<file path="src/rtl/scan_sequencer_pkg.sv">
// Shared types and sizing constants for the scan sequencer and its slot selector.
package scan_sequencer_pkg;

    localparam int SLOT_COUNT = 3;
    localparam int DWELL_MAX  = 255;
    localparam int DWELL_W    = $clog2(DWELL_MAX + 1);

    typedef logic [SLOT_COUNT-1:0] slot_t;

    typedef enum logic [1:0] {
        IDLE,
        SETTLE,
        PRESENT
    } state_t;

endpackage

</file>
<file path="src/rtl/scan_sequencer_slot_selector.sv">
// Combinational next-slot search: lowest unmasked slot strictly above the current one.
// A current value of 000 means "before slot 0", so it also yields the first slot of a frame.
module slot_selector
    import scan_sequencer_pkg::*;
(
    input  slot_t current,
    input  slot_t mask,
    output slot_t next_slot,
    output logic  last
);

    always_comb begin
        logic past;
        next_slot = '0;
        past      = (current == '0);
        for (int i = 0; i < SLOT_COUNT; i++) begin
            if (past && !mask[i] && (next_slot == '0)) begin
                next_slot[i] = 1'b1;
            end
            if (current[i]) begin
                past = 1'b1;
            end
        end
    end

    assign last = (next_slot == '0);

endmodule

</file>
<file path="src/rtl/scan_sequencer.sv">
// Steps a one-hot select across three mux slots, dwelling on each, and presents the
// captured frame to a consumer with a valid/ready handshake.
module scan_sequencer
    import scan_sequencer_pkg::*;
#(
    parameter int unsigned DWELL_CYCLES = 4
) (
    input  logic                  clk,
    input  logic                  rst_n,
    input  logic                  enable,
    input  logic [SLOT_COUNT-1:0] skip_mask,
    input  logic                  mux_out,
    output logic [SLOT_COUNT-1:0] ring_counter,
    output logic [SLOT_COUNT-1:0] sample,
    output logic                  sample_valid,
    input  logic                  sample_ready,
    output logic                  frame_done,
    output logic                  busy
);

    localparam logic [DWELL_W-1:0] DWELL_LAST = DWELL_W'(DWELL_CYCLES - 1);

    state_t             state, state_d;
    slot_t              ring_d, sample_d, working, working_d, mask_q, mask_d;
    logic [DWELL_W-1:0] dwell_cnt, dwell_d;
    logic               valid_d, frame_done_d, busy_d;

    slot_t sel_current, sel_mask, next_slot, captured;
    logic  last_slot, start;

    // Outside SETTLE the selector searches the live mask from "no slot" to find a frame's first slot.
    assign sel_current = (state == SETTLE) ? ring_counter : '0;
    assign sel_mask    = (state == SETTLE) ? mask_q : skip_mask;
    assign captured    = working | (ring_counter & {SLOT_COUNT{mux_out}});

    slot_selector u_slot_selector (
        .current   (sel_current),
        .mask      (sel_mask),
        .next_slot (next_slot),
        .last      (last_slot)
    );

    // NOTE: every next-state value gets a default first, otherwise a path that skips an assignment infers a latch.
    always_comb begin
        state_d      = state;
        ring_d       = ring_counter;
        sample_d     = sample;
        valid_d      = sample_valid;
        working_d    = working;
        mask_d       = mask_q;
        dwell_d      = dwell_cnt;
        frame_done_d = 1'b0;
        start        = 1'b0;

        unique case (state)
            IDLE: begin
                ring_d = '0;
                start  = enable && (skip_mask != '1);
            end
            SETTLE: begin
                if (!enable) begin
                    state_d   = IDLE;
                    ring_d    = '0;
                    working_d = '0;
                    dwell_d   = '0;
                end else if (dwell_cnt == DWELL_LAST) begin
                    dwell_d = '0;
                    if (!last_slot) begin
                        ring_d    = next_slot;
                        working_d = captured;
                    end else begin
                        ring_d       = '0;
                        sample_d     = captured;
                        valid_d      = 1'b1;
                        frame_done_d = 1'b1;
                        working_d    = '0;
                        state_d      = PRESENT;
                    end
                end else begin
                    dwell_d = dwell_cnt + 1'b1;
                end
            end
            PRESENT: begin
                if (sample_ready) begin
                    valid_d = 1'b0;
                    state_d = IDLE;
                    start   = enable && (skip_mask != '1);
                end
            end
            default: state_d = IDLE;
        endcase

        if (start) begin
            state_d   = SETTLE;
            mask_d    = skip_mask;
            ring_d    = next_slot;
            dwell_d   = '0;
            working_d = '0;
        end

        busy_d = (state_d == SETTLE);
    end

    // NOTE: sequential state uses non-blocking assignments so every register samples pre-edge values.
    always_ff @(posedge clk or negedge rst_n) begin
        if (!rst_n) begin
            state        <= IDLE;
            ring_counter <= '0;
            sample       <= '0;
            sample_valid <= 1'b0;
            frame_done   <= 1'b0;
            busy         <= 1'b0;
            working      <= '0;
            mask_q       <= '0;
            dwell_cnt    <= '0;
        end else begin
            state        <= state_d;
            ring_counter <= ring_d;
            sample       <= sample_d;
            sample_valid <= valid_d;
            frame_done   <= frame_done_d;
            busy         <= busy_d;
            working      <= working_d;
            mask_q       <= mask_d;
            dwell_cnt    <= dwell_d;
        end
    end

endmodule

</file>
<file path="config.mk">
export PLATFORM = sky130hd
export DESIGN_NAME = scan_sequencer
export DESIGN_NICKNAME = d
export VERILOG_FILES = /design/src/rtl/scan_sequencer_pkg.sv /design/src/rtl/scan_sequencer_slot_selector.sv /design/src/rtl/scan_sequencer.sv
export SDC_FILE = /design/constraint.sdc
export NUM_CORES = 1
export LEC_CHECK = 0
export ABC_CLOCK_PERIOD_IN_PS = 1800
export CAP_MARGIN = 20
export CORE_AREA = 5 5 96 62
export CTS_CLUSTER_SIZE = 10
export DETAILED_ROUTE_END_ITERATION = 10
export DIE_AREA = 0 0 101 67
export MAX_ROUTING_LAYER = met4
export PLACE_DENSITY_LB_ADDON = 0.08
export SLEW_MARGIN = 20
export SYNTH_ARGS = -nofsm -noshare
export SYNTH_HDL_FRONTEND = slang
export SYNTH_SLANG_ARGS = --single-unit
</file>
<file path="constraint.sdc">
create_clock -name clk -period 1.8 [get_ports clk]
set_input_delay 0.36 -clock clk [delete_from_list [all_inputs] [get_ports clk]]
set_output_delay 0.36 -clock clk [all_outputs]
set_load 0.05 [all_outputs]
</file>
==> results.yml, run 1 <==
place:
  dp_hpwl_mm: 2.988
  port_buffers: 16
  placed_area_mm2: 0.001783
  dp_slack_ns: -0.1146
  place_congestion: 0.7751
layout:
  layout_common_cells: "42 x buf_4, 24 x dfrtp_1, 19 x nand2_1"
  final_util_pct: 37.82
  layout.nets: 201
  final_common_cell: "buf_4"
  drive_above_1_share_pct: 30.89
  diodes: 0
  areaGrowthSynthToFinish_pct: 39.78
  design_area_mm2: 0.001864
yosys:
  synth_area_mm2: 0.001334
  async_flop_share_pct: 100.0
  ys.flop_type: "dfrtp_1"
  avgSynthCellArea_um2: 9.393
  synth_cell_type_count: 39
  syn_inst: 142
  ys_seq_elements: 25
  synth_edf_count: 0
  syn-num-nets: 151
  ys_warn_count: 0
  yosysSeqAreaShare_pct: 46.90
sta:
  whs_ns: 0.4482
  fin_crit_sh_pct: 94.91
  finalMaxSlewViolations: 0
  setup_viol: 0
  rsz0062_at_grt: "yes"
  fin_ws_ns: 0.09162
  fmax_ghz: 0.5853
  worst_slew_pin_slew_ns: 0.5324
  final.min_clock_period_ns: 1.708
  hold_violations: 0
  timing.slew.headroom_pct: 64.37
  finClkSkew_ns: 0.001398
setup_path:
  worstPathCellList: "mux2i_1, a2bb2oi_1, nor4b_4, buf_6, o22a_2"
  worst_ep_required_time_ns: 1.97
  startpoint_type: "flip-flop"
  cp.depth: 5
  r2r_slack_ns: 0.09
  cp_top_family: "compound AO/OA/AOI/OAI gates"
  max_stage_delay_ns: 0.47
  rr_endpoint: "sample_valid$_DFFE_PN0P_"
  critPathCaptureType: "flip-flop"
  worstRegToRegCells: 5
  crit_arrival_ns: 1.88
  path_class: "flip-flop to flip-flop"
  crit_buf_inv: 1
  crit_path_top_delay_cell: "a2bb2oi_1"
  crit_fanout: 6
  rr_startpoint: "ring_counter[1]$_DFFE_PN0P_"
route:
  drt_iter0_markers: 61
  dr.pass1.iters: 5
  antenna_left: 0
  viasPerCell: 4.961
  routed_wl_mm: 3.879
  vias: 1275
  post_drt_wl_per_cell_um: 15.09
  drc: 0
clocking:
  cts_sinks: 25
  cts_tree: "yes"
  cts_buffers: 3
  clockBufferDepth: 2
  clock_latency_ns: 0.27
  clkTransAtPathRegs_ns: 0.10
  htreeDepth: 1
  clockRootBuffer: "clkbuf_8"
floorplanning:
  row_count: 20
  die_h_um: 67
  num_io_pins: 17
  core_mm2: 0.004930
  die_area_mm2: 0.006767
  die_width_um: 101
  start_util_pct: 27.06
power_and_ir_drop:
  vdd_drop_max_uv: 220.9
  power_per_cell_area_mw_per_mm2: 681.2
  total_power_mw: 1.270
  leakagePower_nw: 0.8188
global_routing:
  grt_pass1_vias: 1275
  grt_use_total_pct: 12.74
  grt_max_degree: 26
  grt_pass1_wl_mm: 6.499
  grt-ovfl-total: 0
  antenna_found_initial: 0
hold_path:
  hold_path_class: "primary input to asynchronous set/reset pin"
run_status:
  status: "finished, final reports clean"
flow_run:
  cap_violations: 0
-- cell usage after synthesis (all sizes together), types with 3 or more instances --
cell type   n  share of area, %
nor3        3               1.5
nand2      19               5.3
o21ai       6               2.3
a41oi       3               2.0
clkbuf      4               1.1
a31oi       5               2.3
nand3       7               2.6
o22a        3               2.1
dfrtp      25                47
a21oi      14               5.3
nand2b      4               1.9
o22ai       3               1.4
nor2        8               2.3
mux2i       4               3.0
inv         6               1.7
-- worst reg2reg max path, stage by stage (launching register included) --
cell	delay, ns
dfrtp_2	0.45
mux2i_1	0.22
a2bb2oi_1	0.47
nor4b_4	0.10
buf_6	0.16
o22a_2	0.21
-- state kept, by name (all words and copies together) (netlist names) --
signal and count:
busy 1, dwell_cnt 8, frame_done 1, mask_q 3, ring_counter 3, sample 3, sample_valid 1, state 2
working 3
-- routing by layer --
metal / share of wire (%) / GRT usage, % / vias up
met3: 3.6 / 3.243 / 2
met4: 0.49 / 1.493 / 0
met1: 55 / 18.76 / 631
met5: 0 / - / -
met2: 41 / 17.95 / 17
li1: - / - / 625
-- through the flow --
stage,instances,setup TNS (ns)
after detailed placement,252,-0.8575
after CTS,256,0
after global routing,257,-0.2012
after global placement,252,-0.3758
after floorplan,142,0
final,257,0
-- kinds of logic (layout without fill, tap and decap cells) --
| family | Yosys count | in the layout | share of synthesized area [%] |
|---|---|---|---|
| AND/OR/NAND/NOR | 56 | 56 | 23.83 |
| AO/OA/AOI/OAI | 45 | 45 | 22.14 |
| flip-flops | 25 | 25 | 46.90 |
| buffers and inverters | 11 | 60 | 3.189 |
| multiplexers | 4 | 4 | 3.002 |
| adder cells (fa/ha/maj) | 1 | 1 | 0.9379 |
-- repair_timing --
| action | 4_1_cts | 5_1_grt |
|---|---|---|
| gates resized for setup | 1 | 5 |
| endpoints found under the hold margin | 0 | 0 |
| hold buffers | 0 | 0 |
| pin swaps | 0 | 2 |
| buffers inserted | 0 | 1 |
| setup endpoints to repair | 2 | 9 |
-- power by group --
group / total [mW] / leakage (nW) / switching [mW] / internal, mW
logic: 0.303 / 0.476 / 0.170 / 0.133
clock network: 0.359 / 0.0217 / 0.201 / 0.157
registers: 0.609 / 0.321 / 0.0218 / 0.587
-- worst max-delay path by stage --
stage,from,end
4_1_cts,dwell_cnt[1]$_DFFE_PN0P_,sample[2]$_DFFE_PN0P_
3_3_place_gp,enable,sample[2]$_DFFE_PN0P_
5_1_grt,dwell_cnt[1]$_DFFE_PN0P_,sample[2]$_DFFE_PN0P_
6_report,ring_counter[1]$_DFFE_PN0P_,sample_valid$_DFFE_PN0P_
3_5_place_dp,enable,sample[1]$_DFFE_PN0P_
2_1_floorplan,ring_counter[0]$_DFFE_PN0P_,working[0]$_DFFE_PN0P_
-- cell type report --
class | instances | area [um2]
inverter | 6 | 22.52
sequential | 25 | 626.9
multi-input combinational | 106 | 686.9
clock buffer | 3 | 41.29
timing repair buffer | 50 | 396.6
fill | 497 | 3065
tap | 66 | 82.58
clock inverter | 1 | 7.507
Power figures use the tool's default switching activity.
==> inputs of run 2 (changes only) <==
Settings changed: ABC_CLOCK_PERIOD_IN_PS 1800 to 1600.
Clock period 1.8 ns to 1.6 ns, I/O delays scaled along.
==> results.yml, run 2 (same netlist as run 1, synthesis figures left out) <==
setup_path:
  startpoint_type: "flip-flop"
  path_class: "flip-flop to flip-flop"
  critPathCaptureType: "flip-flop"
  crit_fanout: 6
  crit_arrival_ns: 1.89
  worst_ep_required_time_ns: 1.81
  worstRegToRegCells: 6
floorplanning:
  row_count: 20
  die_width_um: 101
  start_util_pct: 27.06
  die_h_um: 67
  num_io_pins: 17
  core_mm2: 0.004930
  die_area_mm2: 0.006767
route:
  drc: 0
  antenna_left: 0
  viasPerCell: 4.898
  vias: 1298
  dr.pass1.iters: 4
  routed_wl_mm: 3.766
  drt_iter0_markers: 58
  post_drt_wl_per_cell_um: 14.21
place:
  dp_hpwl_mm: 2.936
  port_buffers: 16
  place_congestion: 0.7912
clocking:
  cts_tree: "yes"
  clockBufferDepth: 2
  htreeDepth: 1
  cts_buffers: 3
  clockRootBuffer: "clkbuf_8"
  cts_sinks: 25
  clkTransAtPathRegs_ns: 0.09
  clock_latency_ns: 0.27
layout:
  layout_common_cells: "47 x buf_4, 22 x dfrtp_1, 19 x nand2_1"
  diodes: 0
  largest_reg_flops: 8
  areaGrowthSynthToFinish_pct: 52.63
  layout.nets: 209
  drive_above_1_share_pct: 39.70
  max_flop_register: "dwell_cnt"
  final_common_cell: "buf_4"
  final_util_pct: 41.29
global_routing:
  grt-ovfl-total: 0
  grt_max_degree: 26
  grt_pass1_vias: 1282
  grt_pass1_wl_mm: 6.244
  grt_use_total_pct: 12.15
  antenna_found_initial: 0
hold_path:
  hold_path_class: "primary input to asynchronous set/reset pin"
sta:
  finClkSkew_ns: 0.007648
  timing.slew.headroom_pct: 71.88
  setup_viol: 10
  hold_violations: 0
  rsz0062_at_grt: "yes"
  fmax_ghz: 0.5935
  final.min_clock_period_ns: 1.685
  worst_slew_pin_slew_ns: 0.4195
  finalMaxSlewViolations: 0
  fin_ws_ns: -0.08496
  fin_crit_sh_pct: 105.3
  whs_ns: 0.4138
run_status:
  status: "finished, violations left"
  violations: "negative setup slack"
flow_run:
  cap_violations: 0
power_and_ir_drop:
  leakagePower_nw: 0.8961
  vdd_drop_max_uv: 299.7
  power_per_cell_area_mw_per_mm2: 718.4
run 2: cell types whose count changed in the layout (fill, tap and decap cells not counted), sizes merged:
| cell | change |
|---|---|
| buf | +8 |
| clkinv | +1 |
| clkinvlp | -1 |
run 2: power by group:
group | leakage (nW) | internal (mW) | switching [mW] | total (mW)
clock network | 0.0255 | 0.175 | 0.210 | 0.385
registers | 0.318 | 0.661 | 0.0295 | 0.691
logic | 0.552 | 0.179 | 0.208 | 0.387
total | 0.896 | 1.01 | 0.448 | 1.46
run 2: layout make-up:
type	count	area (um2)
inverter	6	22.52
clock buffer	3	41.29
timing repair buffer	58	494.2
tap	66	82.58
sequential	25	629.4
clock inverter	1	5.005
fill	487	2894
multi-input combinational	106	760.7
run 2: path summary, 6_finish.rpt:
path | from | end | slack, ns
worst max-delay path | dwell_cnt[1]$_DFFE_PN0P_ | sample[1]$_DFFE_PN0P_ | -0.08
worst min-delay path | rst_n | dwell_cnt[6]$_DFFE_PN0P_ | 0.41
worst max register to register | dwell_cnt[1]$_DFFE_PN0P_ | sample[1]$_DFFE_PN0P_ | -0.08
worst min register to register | sample_valid$_DFFE_PN0P_ | sample_valid$_DFFE_PN0P_ | 0.51
max in group asynchronous | rst_n | ring_counter[0]$_DFFE_PN0P_ | 0.90
min in group clk | sample_valid$_DFFE_PN0P_ | sample_valid$_DFFE_PN0P_ | 0.51
run 2: metal layers:
metal | share of wire [%] | GRT usage (%)
met1 | 55 | 17.50
met2 | 40 | 17.46
met3 | 4.2 | 3.243
met4 | 0.24 | 1.493
met5 | 0 | -
run 2: through the flow:
stage	setup slack [ns]	cell area, um2	setup TNS, ns	std cells	power [mW]
after floorplan	-0.04004	1366	-0.1373	142	0.8744
after global placement	-0.2414	1898	-3.176	259	1.060
after detailed placement	-0.2437	1898	-3.632	259	1.063
after CTS	-0.1051	1966	-0.6935	264	1.452
after global routing	-0.1994	2036	-1.837	265	1.539
final	-0.08496	2036	-0.4444	265	1.462
run 2: repair_timing:
item	CTS	global route
gates resized for setup	3	11
pin swaps	4	4
setup endpoints to repair	12	21
setup buffers	1	1
gates cloned	0	0
hold endpoints to repair	0	0
hold buffers	0	0
run 2: worst max-delay path, stage by stage (launching register included):
cell and delay (ns):
dfrtp_1 0.41, ha_4 0.16, nor4b_4 0.31, and2_4 0.21, nor4b_4 0.19, buf_6 0.16
mux2i_1 0.17
==> inputs of run 3 (changes only) <==
Settings changed: CORE_AREA 5 5 96 62 to 5 5 71 47, DIE_AREA 0 0 101 67 to 0 0 76 52, PLACE_DENSITY set to 0.86, PLACE_DENSITY_LB_ADDON 0.08 to unset.
==> results.yml, run 3 (same netlist as run 1, synthesis figures left out) <==
run_status:
  status: "finished, violations left"
  violations: "negative setup slack"
sta:
  fin_crit_sh_pct: 106.3
  timing.slew.headroom_pct: 70.78
  fmax_ghz: 0.5881
  rsz0062_at_grt: "yes"
  hold_violations: 0
  finClkSkew_ns: 0.01176
  fin_setup_tns_ns: -0.7307
  whs_ns: 0.3904
  setup_viol: 17
  finalMaxSlewViolations: 0
  final.min_clock_period_ns: 1.701
  worst_slew_pin_slew_ns: 0.4272
  fin_ws_ns: -0.1005
clocking:
  hold_buffers: 0
  cts_sinks: 25
  cts_tree: "yes"
  clkTransAtPathRegs_ns: 0.10
  clock_latency_ns: 0.29
  htreeDepth: 1
  cts_buffers: 3
  clockRootBuffer: "clkbuf_8"
  clockBufferDepth: 2
power_and_ir_drop:
  power_per_cell_area_mw_per_mm2: 779.2
  leakagePower_nw: 0.8598
  pwr-share-seq_pct: 45.9
  p_sw_mw: 0.4995
  vdd_drop_max_uv: 541.8
  swShare_pct: 32.99
  p_int_mw: 1.015
  clockPowerShare_pct: 27.4
  total_power_mw: 1.514
  comb_power_share_pct: 26.7
setup_path:
  critPathCaptureType: "flip-flop"
  worst_ep_required_time_ns: 1.82
  crit_fanout: 6
  path_class: "flip-flop to flip-flop"
  crit_arrival_ns: 1.92
  startpoint_type: "flip-flop"
layout:
  areaGrowthSynthToFinish_pct: 45.68
  max_flop_register: "dwell_cnt"
  drive_above_1_share_pct: 36.32
  final_common_cell: "buf_4"
  layout.nets: 200
  largest_reg_flops: 8
  design_area_mm2: 0.001943
  final_util_pct: 72.40
  layout_common_cells: "38 x buf_4, 22 x dfrtp_1, 19 x nand2_1"
  fin_cells: 224
  diodes: 0
floorplanning:
  die_h_um: 52
  num_io_pins: 17
  die_width_um: 76
  start_util_pct: 49.70
  row_count: 15
  die_area_mm2: 0.003952
  core_mm2: 0.002684
route:
  drt_iter0_markers: 281
  routed_wl_mm: 4.629
  antenna_left: 0
  drc: 0
  viasPerCell: 6.723
  vias: 1506
  post_drt_wl_per_cell_um: 20.67
  dr.pass1.iters: 6
hold_path:
  hold_path_class: "primary input to asynchronous set/reset pin"
global_routing:
  grt_use_total_pct: 20.90
  grt_pass1_wl_mm: 6.396
  grt_max_degree: 26
  antenna_found_initial: 0
  grt_pass1_vias: 1408
  grt-ovfl-total: 0
place:
  dp_slack_ns: -0.2482
  placed_area_mm2: 0.001783
  dp_hpwl_mm: 2.773
  place_congestion: 0.9157
  placed_cells: 217
  port_buffers: 16
flow_run:
  cap_violations: 0
## run 3: changes by cell type in the layout (fill, tap and decap cells not counted), sizes merged
cell      change
clkinv        -1
clkinvlp      +1
buf           -9
## run 3: area by class of cell
class	instances	area (um2)
Clock buffer	3	41.29
Clock inverter	1	7.507
Fill cell	174	740.7
Inverter	6	22.52
Multi-Input combinational cell	106	773.2
Sequential cell	25	629.4
Tap cell	34	42.54
Timing Repair Buffer	49	426.7
## run 3: power groups by stage
| stage | sequential, mW | combinational [mW] | clock, mW |
|---|---|---|---|
| global placement | 0.696 | 0.330 | 0 |
| global route | 0.697 | 0.426 | 0.435 |
| detailed placement | 0.700 | 0.344 | 0 |
| floorplan | 0.729 | 0.145 | 0 |
| finish | 0.695 | 0.405 | 0.414 |
| CTS | 0.692 | 0.356 | 0.409 |
## run 3: repair_timing
item | 4_1_cts | 5_1_grt
pin swaps | 2 | 5
buffers inserted | 3 | 0
gates resized for setup | 2 | 13
endpoints found under the setup margin | 12 | 20
## run 3: final timing paths
| kind | endpoint | cells after the start | from | slack [ns] |
|---|---|---|---|---|
| min reg2reg | sample_valid$_DFFE_PN0P_ | 1 | sample_valid$_DFFE_PN0P_ | 0.53 |
| max | sample[1]$_DFFE_PN0P_ | 6 | dwell_cnt[0]$_DFFE_PN0P_ | -0.10 |
| min in group clk | sample_valid$_DFFE_PN0P_ | 1 | sample_valid$_DFFE_PN0P_ | 0.53 |
| max reg2reg | sample[1]$_DFFE_PN0P_ | 6 | dwell_cnt[0]$_DFFE_PN0P_ | -0.10 |
| min | dwell_cnt[3]$_DFFE_PN0P_ | 2 | rst_n | 0.39 |
| max in group asynchronous | ring_counter[2]$_DFFE_PN0P_ | 2 | rst_n | 0.93 |
## run 3: per-layer routing
metal  track usage, %  part of all wire [%]
met2            31.96                    43
met4            7.101                   5.7
met3            5.709                    14
met1            27.03                    37
met5                -                     0
## run 3: critical path, stage by stage (launching register included)
cell	delay, ns
dfrtp_1	0.41
ha_4	0.17
nor4b_4	0.30
and2_4	0.21
nor4b_4	0.19
buf_6	0.16
mux2i_1	0.19
